## config.mk

```make
export PLATFORM = sky130hd
export DESIGN_NAME = mem_rr_arbiter
export DESIGN_NICKNAME = d
export VERILOG_FILES = /design/src/rtl/mem_rr_arbiter.sv
export SDC_FILE = /design/constraint.sdc
export NUM_CORES = 1
export LEC_CHECK = 0
export BUFFER_PORTS_ARGS = -buffer_cell sky130_fd_sc_hd__buf_2
export CAP_MARGIN = 25
export CELL_PAD_IN_SITES_DETAIL_PLACEMENT = 0
export CELL_PAD_IN_SITES_GLOBAL_PLACEMENT = 2
export CORE_MARGIN = 2
export CORE_UTILIZATION = 30
export CTS_CLUSTER_SIZE = 25
export DETAILED_ROUTE_END_ITERATION = 8
export PLACE_DENSITY_LB_ADDON = 0.25
export SYNTH_ARGS = -nofsm -noshare
export SYNTH_HDL_FRONTEND = slang
export SYNTH_SLANG_ARGS = --single-unit
```

## constraint.sdc

```tcl
create_clock -name Clk -period 2.2 [get_ports Clk]
set_clock_uncertainty 0.15 [all_clocks]
set_input_delay 0.55 -clock Clk [delete_from_list [all_inputs] [get_ports Clk]]
set_output_delay 0.55 -clock Clk [all_outputs]
set_load 0.005 [all_outputs]
```

## src/rtl/mem_rr_arbiter.sv

```systemverilog
// mem_rr_arbiter
// Two-port round-robin arbiter and sequencer in front of a single-port
// memory with registered read data (Data_out valid one cycle after read_En).
// Only one memory command is in flight at a time: a write occupies IDLE+ISSUE
// (2 cycles), a read occupies IDLE+ISSUE+RD_RSP (3 cycles).
//
// Ports
//   Clk, rst                    clock, asynchronous active-low reset
//   a_req/a_we/a_addr/a_wdata   port A command (held until a_gnt)
//   a_gnt                       port A command accepted, 1-cycle pulse
//   a_rvalid/a_rdata            port A read response, 1-cycle valid pulse
//   b_*                         same set for port B
//   mem_Data_in/mem_Address     to memory
//   mem_write_En/mem_read_En    to memory
//   mem_Data_out                from memory
//
// Configuration
//   MEM_ARB_FIXED_PRIO_EN  when defined, A always wins contention and the
//                          round-robin history register is removed.
module mem_rr_arbiter #(
  parameter int DATA_W = 32,
  parameter int ADDR_W = 4
) (
  input  logic              Clk,
  input  logic              rst,
  input  logic              a_req,
  input  logic              a_we,
  input  logic [ADDR_W-1:0] a_addr,
  input  logic [DATA_W-1:0] a_wdata,
  output logic              a_gnt,
  output logic              a_rvalid,
  output logic [DATA_W-1:0] a_rdata,
  input  logic              b_req,
  input  logic              b_we,
  input  logic [ADDR_W-1:0] b_addr,
  input  logic [DATA_W-1:0] b_wdata,
  output logic              b_gnt,
  output logic              b_rvalid,
  output logic [DATA_W-1:0] b_rdata,
  output logic [DATA_W-1:0] mem_Data_in,
  output logic [ADDR_W-1:0] mem_Address,
  output logic              mem_write_En,
  output logic              mem_read_En,
  input  logic [DATA_W-1:0] mem_Data_out
);

  localparam logic [1:0] IDLE   = 2'd0;
  localparam logic [1:0] ISSUE  = 2'd1;
  localparam logic [1:0] RD_RSP = 2'd2;

  logic [1:0]        state;
  logic              win_b;
  logic              pick_b;
  logic              any_req;
  logic [DATA_W-1:0] a_rdata_q;
  logic [DATA_W-1:0] b_rdata_q;

  assign any_req = a_req | b_req;

  // Winner selection, only meaningful while in IDLE with a request present.
`ifdef MEM_ARB_FIXED_PRIO_EN
  always_comb begin
    pick_b = !a_req;
  end
`else
  logic last_b;

  // On contention the port that did not win last time is chosen.
  always_comb begin
    pick_b = b_req;
    if (a_req && b_req) begin
      pick_b = !last_b;
    end
  end

  // History starts at B so that A wins the first contention after reset.
  always_ff @(posedge Clk or negedge rst) begin
    if (!rst) begin
      last_b <= 1'b1;
    end else if (state == IDLE && any_req) begin
      last_b <= pick_b;
    end
  end
`endif

  // Sequencer. Grant and enable strobes default low every cycle and are
  // only raised for the single cycle in which they apply. Address and write
  // data are left holding after a command so the memory pins stay quiet.
  always_ff @(posedge Clk or negedge rst) begin
    if (!rst) begin
      state        <= IDLE;
      win_b        <= 1'b0;
      a_gnt        <= 1'b0;
      b_gnt        <= 1'b0;
      a_rvalid     <= 1'b0;
      b_rvalid     <= 1'b0;
      a_rdata_q    <= '0;
      b_rdata_q    <= '0;
      mem_Data_in  <= '0;
      mem_Address  <= '0;
      mem_write_En <= 1'b0;
      mem_read_En  <= 1'b0;
    end else begin
      a_gnt        <= 1'b0;
      b_gnt        <= 1'b0;
      a_rvalid     <= 1'b0;
      b_rvalid     <= 1'b0;
      mem_write_En <= 1'b0;
      mem_read_En  <= 1'b0;
      case (state)
        IDLE: begin
          if (any_req) begin
            win_b        <= pick_b;
            a_gnt        <= !pick_b;
            b_gnt        <= pick_b;
            mem_write_En <= pick_b ? b_we : a_we;
            mem_read_En  <= pick_b ? !b_we : !a_we;
            mem_Address  <= pick_b ? b_addr : a_addr;
            mem_Data_in  <= pick_b ? b_wdata : a_wdata;
            state        <= ISSUE;
          end
        end
        ISSUE: begin
          if (mem_read_En) begin
            a_rvalid <= !win_b;
            b_rvalid <= win_b;
            state    <= RD_RSP;
          end else begin
            state <= IDLE;
          end
        end
        RD_RSP: begin
          if (win_b) begin
            b_rdata_q <= mem_Data_out;
          end else begin
            a_rdata_q <= mem_Data_out;
          end
          state <= IDLE;
        end
        default: begin
          state <= IDLE;
        end
      endcase
    end
  end

  // During the valid pulse the memory's registered output is forwarded
  // directly; afterwards the captured copy holds the value until the next
  // response for that port.
  assign a_rdata = a_rvalid ? mem_Data_out : a_rdata_q;
  assign b_rdata = b_rvalid ? mem_Data_out : b_rdata_q;

endmodule

```

Word-level counts from Yosys, hierarchy flattened
Index checks and enable logic that the tools add are counted.

cells by class
  eq/ne operators = 3
  bitwise gates (word level) = 2
  reduce and logical (&&, ||, !) cells = 11
  mux-type cells = 22

operator list
  kind                                                  count
  two-way mux 32 bit                                    3
  two-way mux 1 bit                                     15
  AND reduction 2 bit                                   3
  zero test 1 bit                                       5
  two-way mux 2 bit                                     2
  two-way mux 4 bit                                     1
  one-hot mux 2 bit (2 select lines)                    1
  equality test 2 x 1 -> 1 bit (second input constant)  1
  equality test 2 bit (second input constant)           1
  logical AND 1 bit                                     2
  zero test 2 bit                                       1
  != test 2 bit (second input constant)                 1
  NOT 1 bit                                             1
  OR 1 bit                                              1

storage, ports and cells
  logic and storage cells = 51
  flip-flop bits (word level) = 110
  output and inout bits = 106

Logic depth before layout (Yosys ltp)
Gate-level depths: netlist of the first run.

  depth in word-level cells = 5
  gate-level depth with buffers = 6
  gate-level depth less buffers = 4

Worst setup path before layout of the first run
No wires, ideal clock.

  kind = register to output
  start = register a_rvalid
  end = output port a_rdata[21]
  arrival = 1.090 ns
  buffers on the path = 2
  stages on the path, launching flop included = 4
  slack = 0.410 ns
  cells stage by stage = dfrtp_1 -> clkbuf_1 -> buf_2 -> mux2_2

between the ends
  longest elaborated chain between the ends = 1

RTL lines
  item                    RTL line  text
  start, declared         31        output logic a_rvalid,
  start signal, assigned  125       a_rvalid <= !win_b;
  two-way mux 32 bit      150       assign a_rdata = a_rvalid ? mem_Data_out : a_rdata_q;
  end, declared           32        output logic [DATA_W-1:0] a_rdata,

No other way between the ends.

Worst setup path in the final report of the first run
  start = register a_rvalid
  end = output port a_rdata[1]

The elaborated chain is that of the path after synthesis.

==> Implementation_results.wiki, run 1 <==
{| class="wikitable"
! Metric !! Value
|-
| Status || finished, violations left
|-
| Failing checks || hold timing
|-
| Ratio of cells with drive above 1 in the final layout || 60.1%
|-
| Insertion delay to the later sink of the worst-skew pair || between 0.3 and 0.4 ns
|-
| Most frequent cells in the layout || buf_2 (214), mux2_2 (119), dfrtp_1 (107), nand2_1 (48)
|-
| Endpoint required time on the critical path || 1.50 ns
|-
| RePlAce Congestion || 0.804
|-
| Setup repair after global routing missed its margin || true
|-
| Hold slack || -0.00328 ns
|-
| Core outline area || roughly 17,000 sq um
|-
| Kind of end point of the critical path || primary output
|-
| Delay of the slowest cell on the worst path || 0.42 ns
|-
| Top Ports || 216
|-
| Number of sinks driven by the clock tree || 110
|-
| H-Tree Level Count || 3
|-
| Arrival time at the worst endpoint || about 1.5 ns
|-
| Warning count from the yosys run || 0
|-
| Number of enable-type register cells in the synthesized netlist || 0
|-
| Classification of the worst setup path || reg -> out
|-
| Number of nets still failing antenna checks after routing || 0
|-
| Critical path launch point type || flop
|-
| Cts hold-fix bufs || 0
|-
| Yosys cell types || 29
|-
| Highest clock rate || 465 MHz
|-
| Die ar. || 18,200 sq um
|-
| CTS max path bufs || 2
|-
| Cell at the root of the clock tree || clkbuf_16
|-
| Power Density || between 1000 and 1500 nW/um^2
|-
| Cells after Synth || 407
|-
| Number of antenna violations at the first check in global routing || 0
|-
| Worst-path cell chain || clkbuf_16 -> mux2_2 -> buf_2
|-
| Setup violations, final || 0
|-
| Pins Over Slew Limit || 0
|-
| Pin count of the biggest net entering global routing || 45
|-
| Net count after synthesis || 517
|-
| Number of violations reported at the end of detailed-routing iteration 0 || 120
|-
| Final worst-path cycle share || between 90% and 100%
|-
| Worst path slowest cell || dfrtp_2
|-
| Die outline width || 135 um
|-
| Remaining DRCs || 0
|-
| Post-CTS setup-driven buffer insertion count || 0
|-
| Most used DFF post-synth || dfrtp_1
|-
| Power Total || 8280 uW
|-
| Largest fanout on the critical path || 16
|-
| Worst r2r dst || mem_Data_in[12]$_DFFE_PN0P_
|-
| Clk pin slew, worst setup/hold paths || 0.07 ns
|-
| Half-perimeter wire length after detailed placement || 9790 um
|-
| Number of inserted filler cells in the final layout || 1,666
|-
| Async set or reset register ratio after synthesis || 100%
|-
| Most common library cell in the layout ignoring fill and taps || buf_2
|-
| Buffers added on ports || 215
|-
| Worst slew slack as a fraction of its limit || 62.5%
|-
| Post-route minimum period || 2.15 ns
|-
| Reported leakage power || 0.00328 uW
|-
| Final global-route overflow total || 0
|-
| Fin cells || 841
|-
| CTS buffer count || 9
|-
| Sequential fraction of the synthesis area || 53.5%
|-
| Final Net Count || 726
|-
| Final Routed Wirelength || 14,200 um
|-
| Total inserted antenna cells || 0
|-
| PostCTS Resize Cnt || 0
|-
| Die Y || 135 um
|-
| TritonCTS clock tree || done
|-
| First-pass GRT wire length || approximately 22,000 um
|-
| Cell count of the worst reg-to-reg path || 4
|-
| Area growth from synthesis to layout || 32.5%
|-
| Via count of the first global-routing pass || roughly 4,200
|-
| Maximum capacitance violations || 0
|-
| Start of the worst register-to-register path || state[0]$_DFFE_PN0P_
|-
| First drt pass iteration count || 4
|-
| Global-route total usage across every layer || 15.6%
|-
| Slew at the pin with the worst max-slew slack || 0.559 ns
|-
| Synthesis-stage register bit count || 110
|-
| Worst min path class || in -> async
|-
| Avg WL per Cell || about 17 um
|-
| Initial core utilization || 30.8%
|-
| Mapped Area || 5150 sq um
|-
| Register-to-register setup slack || 0.45 ns
|-
| Via count || 3,996
|-
| Standard-cell row count || 47
|-
| Final Hold Viols || 7
|-
| Synthesized area divided by synthesized cell count || 12.7 sq um
|-
| Cell Count Post-Placement || ~820
|-
| Worst supply voltage drop on vdd || 0.397 mV
|-
| Vias per cell || 4.75
|}
-- layer usage --
layer  wire (um)  track usage, %
met1        6080            20.1
met2        6880            25.5
met3        1030            3.94
met4         218            5.32
met5           0               0
-- registers in the layout, summed over array words and instances (netlist names) --
name          flops
state             2
b_rvalid          1
mem_write_En      1
win_b             1
a_gnt             1
mem_read_En       1
b_rdata_q        32
a_rvalid          1
mem_Data_in      32
mem_Address       4
last_b            1
b_gnt             1
a_rdata_q        32
-- where the power goes --
group          total [uW]  switching, uW  internal, uW
logic                3310           1370          1930
clock network        1510            716           791
registers            3460            501          2960
total                8280           2590          5690
-- worst max-delay path: cells and delay by family (launching register included) --
family	cells	cell delay [ns]
buffers and inverters	2	0.34
flip-flops	1	0.42
multiplexers	1	0.35
-- metrics by stage --
step | util (%) | hold WS (ns) | instance area, sq um | worst slack (ns) | TNS, ns
after floorplan | - | 0.104 | 5150 | 0.410 | 0
after global placement | 38.9 | 0.317 | 6500 | 0.259 | 0
after detailed placement | 38.9 | 0.339 | 6500 | 0.210 | 0
after CTS | 40.5 | 0.00131 | 6770 | 0.00161 | 0
after global routing | 40.9 | 0.0103 | 6830 | -0.0117 | -0.179
final | 40.9 | -0.00328 | 6830 | 0.0473 | 0
-- synth_stat cells, drive strengths merged, types with 2 or more instances --
cell type,number,area (sq um)
nor2,2,7.51
mux2,128,1440
and3,13,86.3
a221o,12,120
clkbuf,5,18.8
a21o,2,15.0
buf,26,158
dfrtp,109,2730
and2,2,12.5
a31oi,24,150
nand2,49,186
a21oi,24,120
-- cells by family (layout without fill, tap and decap cells) --
| group | count (synthesis) | count (layout) | synth area share, % |
|---|---|---|---|
| simple gates | 72 | 72 | 6.58 |
| mux | 129 | 129 | 28.2 |
| flops | 110 | 110 | 53.5 |
| buf+inv | 32 | 246 | 3.50 |
| compound gates | 64 | 64 | 8.28 |
-- cell type report --
class	instances	area [sq um]	area share (%)
sequential	110	2760	40.4
multi-input combinational	265	2230	32.7
timing repair buffer	229	1290	19.0
tap	220	275	4.03
clock buffer	11	243	3.56
clock inverter	5	25.0	0.367
inverter	1	3.75	0.0550
-- worst max path at each step --
stage / from / to / cells after the start
global placement: b_req / mem_read_En$_DFF_PN0_ / 5
floorplan: a_rvalid$_DFF_PN0_ / a_rdata[21] / 3
finish: a_rvalid$_DFF_PN0_ / a_rdata[1] / 3
global route: b_rvalid$_DFF_PN0_ / b_rdata[20] / 3
detailed placement: a_req / mem_Data_in[12]$_DFFE_PN0P_ / 5
CTS: b_rvalid$_DFF_PN0_ / b_rdata[24] / 3
Power figures use the tool's default switching activity.
==> run 2: changes to the inputs <==
Settings changed: CORE_MARGIN 2 to 3, SETUP_SLACK_MARGIN set to 0.05.
==> run 2 against run 1 <==
Net effect:
- the run still ends with hold timing left
- highest routed layer unchanged
- largest cell class unchanged
- maximum frequency shrank 1.5%
- sequential cell count unchanged
- clock power is 19% higher
- critical path depth rose by 1
- worst hold slack lost 0.012 ns
- wire length up 4.5%
==> Implementation_results.wiki, run 2 (synthesis gave the netlist of run 1 again) <==
{| class="wikitable"
! Metric !! Value
|-
| Reported leakage power || 0.00345 uW
|-
| Design internal power || 6350 uW
|-
| Via count || 4,059
|-
| Die Y || 137 um
|-
| Fraction of the core area covered by cells at the end of the flow || around 43%
|-
| Kind of end point of the critical path || primary output
|-
| Final std cell area, no fill || approximately 7200 sq um
|-
| Metal1 wirelength || 6410 um
|-
| CTS buffer count || 9
|-
| Avg WL per Cell || 17.5 um
|-
| Worst supply voltage drop on vdd || 0.422 mV
|-
| Power Density || ~1300 nW/um^2
|-
| Number of violations reported at the end of detailed-routing iteration 0 || 213
|-
| Pin count of the biggest net entering global routing || 36
|-
| Register-to-register setup slack || approximately 0.42 ns
|-
| Final worst-path cycle share || 99.4%
|-
| Status || finished, violations left
|-
| Vias per cell || 4.78
|-
| Area growth from synthesis to layout || 40.2%
|-
| Worst min path class || in -> async
|-
| Most common library cell in the layout ignoring fill and taps || buf_2
|-
| Top Ports || 216
|-
| Number of antenna violations at the first check in global routing || 0
|-
| Endpoint required time on the critical path || 1.50 ns
|-
| Die ar. || 18,800 sq um
|-
| Combinational group share of total power || between 40% and 50%
|-
| Hold slack || -0.0152 ns
|-
| Worst slew slack as a fraction of its limit || roughly 64%
|-
| Initial core utilization || 30.8%
|-
| Final Routed Wirelength || 14,900 um
|-
| Cts hold-fix bufs || 0
|-
| Via count of the first global-routing pass || a little over 4,000
|-
| H-Tree Level Count || 3
|-
| Standard-cell row count || 47
|-
| First drt pass iteration count || 4
|-
| RePlAce Congestion || slightly below 0.8
|-
| TritonCTS clock tree || done
|-
| Slew at the pin with the worst max-slew slack || 0.544 ns
|-
| Highest clock rate || 457 MHz
|-
| CTS max path bufs || 2
|-
| Largest fanout on the critical path || 8
|-
| Total inserted antenna cells || 0
|-
| Number of nets still failing antenna checks after routing || 0
|-
| Cell Count Post-Placement || 828
|-
| Switching share of power || 30.1%
|-
| Insertion delay to the later sink of the worst-skew pair || between 0.3 and 0.4 ns
|-
| Setup violations, final || 0
|-
| Half-perimeter wire length after detailed placement || 10,400 um
|-
| Ratio of cells with drive above 1 in the final layout || about three fifths
|-
| Clk pin slew, worst setup/hold paths || 0.07 ns
|-
| Met3 WL post-DR || 1270 um
|-
| Critical path launch point type || flop
|-
| Remaining DRCs || 0
|-
| Biggest regs || a_rdata_q: 32 flops, b_rdata_q: 32 flops, mem_Data_in: 32 flops
|-
| Start of the worst register-to-register path || state[0]$_DFFE_PN0P_
|-
| Core outline area || 16,700 sq um
|-
| Pins Over Slew Limit || 0
|-
| Failing checks || hold timing
|-
| Die outline width || 137 um
|-
| Final global-route overflow total || 0
|-
| Beginning of the critical path || a_rvalid$_DFF_PN0_
|-
| Highest routed metal layer || met4
|-
| Worst r2r dst || mem_Data_in[31]$_DFFE_PN0P_
|-
| Net switching component of the power || 2740 uW
|-
| First-pass GRT wire length || roughly 22,000 um
|-
| Most frequent cells in the layout || buf_2 (189), dfrtp_1 (107), mux2_2 (103), nand2_1 (48), buf_6 (27)
|-
| Classification of the worst setup path || reg -> out
|-
| Cell count of the worst reg-to-reg path || 4
|-
| Buffers added on ports || 215
|-
| Met2 wire length || 6940 um
|-
| Sequential fraction of design power || 38.0%
|-
| Post-detailed-placement cell area || 6530 sq um
|-
| Post-route minimum period || 2.19 ns
|-
| Final Hold Viols || 10
|-
| Global-route total usage across every layer || about 16%
|-
| Arrival time at the worst endpoint || 1.49 ns
|-
| Number of sinks driven by the clock tree || 110
|-
| Setup repair after global routing missed its margin || true
|-
| Fin cells || 850
|-
| Clk pwr share || slightly below 20%
|-
| Maximum capacitance violations || 0
|-
| Final Net Count || 735
|-
| Cell at the root of the clock tree || clkbuf_16
|}
==> run 2: worst max-delay path, stage by stage, from the launching register on <==
cell and delay, ns:
dfrtp_2 0.42, buf_6 0.14, buf_16 0.15, mux2_4 0.30, buf_6 0.12
==> run 2: stage by stage <==
| stage | setup WS [ns] | setup TNS, ns | power, uW |
|---|---|---|---|
| floorplan | 0.410 | 0 | 5280 |
| global placement | 0.236 | 0 | 6820 |
| detailed placement | 0.187 | 0 | 6860 |
| CTS | 0.00201 | 0 | 8860 |
| global route | -0.0342 | -0.894 | 9720 |
| finish | 0.0139 | 0 | 9080 |
==> run 2: layer usage <==
layer	global-route usage, %	vias up
li1	-	1919
met1	20.2	1964
met2	24.7	161
met3	4.74	15
met4	5.32	0
met5	0	-
==> run 2: power groups by stage <==
stage / Clock (uW) / Sequential [uW] / Combinational [uW]
2_1_floorplan: 0 / 3390 / 1890
3_3_place_gp: 0 / 3460 / 3360
3_5_place_dp: 0 / 3470 / 3400
4_1_cts: 1850 / 3450 / 3550
5_1_grt: 1940 / 3580 / 4190
6_report: 1800 / 3450 / 3840
==> run 2: cell type report <==
cell class	instances	area (sq um)
Clock buffer	10	239
Clock inverter	6	93.8
Fill cell	1584	9480
Inverter	1	3.75
Multi-Input combinational cell	265	2300
Sequential cell	110	2760
Tap cell	220	275
Timing Repair Buffer	238	1560
==> run 2: worst max-delay path by stage <==
stage,endpoint,cells past startpoint
after floorplan,a_rdata[21],3
after global placement,mem_read_En$_DFF_PN0_,5
final,a_rdata[0],4
after CTS,a_rdata[0],4
after detailed placement,mem_read_En$_DFF_PN0_,5
after global routing,a_rdata[24],4
==> run 2: repair_timing <==
| action | CTS | global route |
|---|---|---|
| resized for setup | 15 | 37 |
| setup endpoints to repair | 64 | 64 |
| setup buffers | 2 | 0 |
| cloned | 3 | 1 |
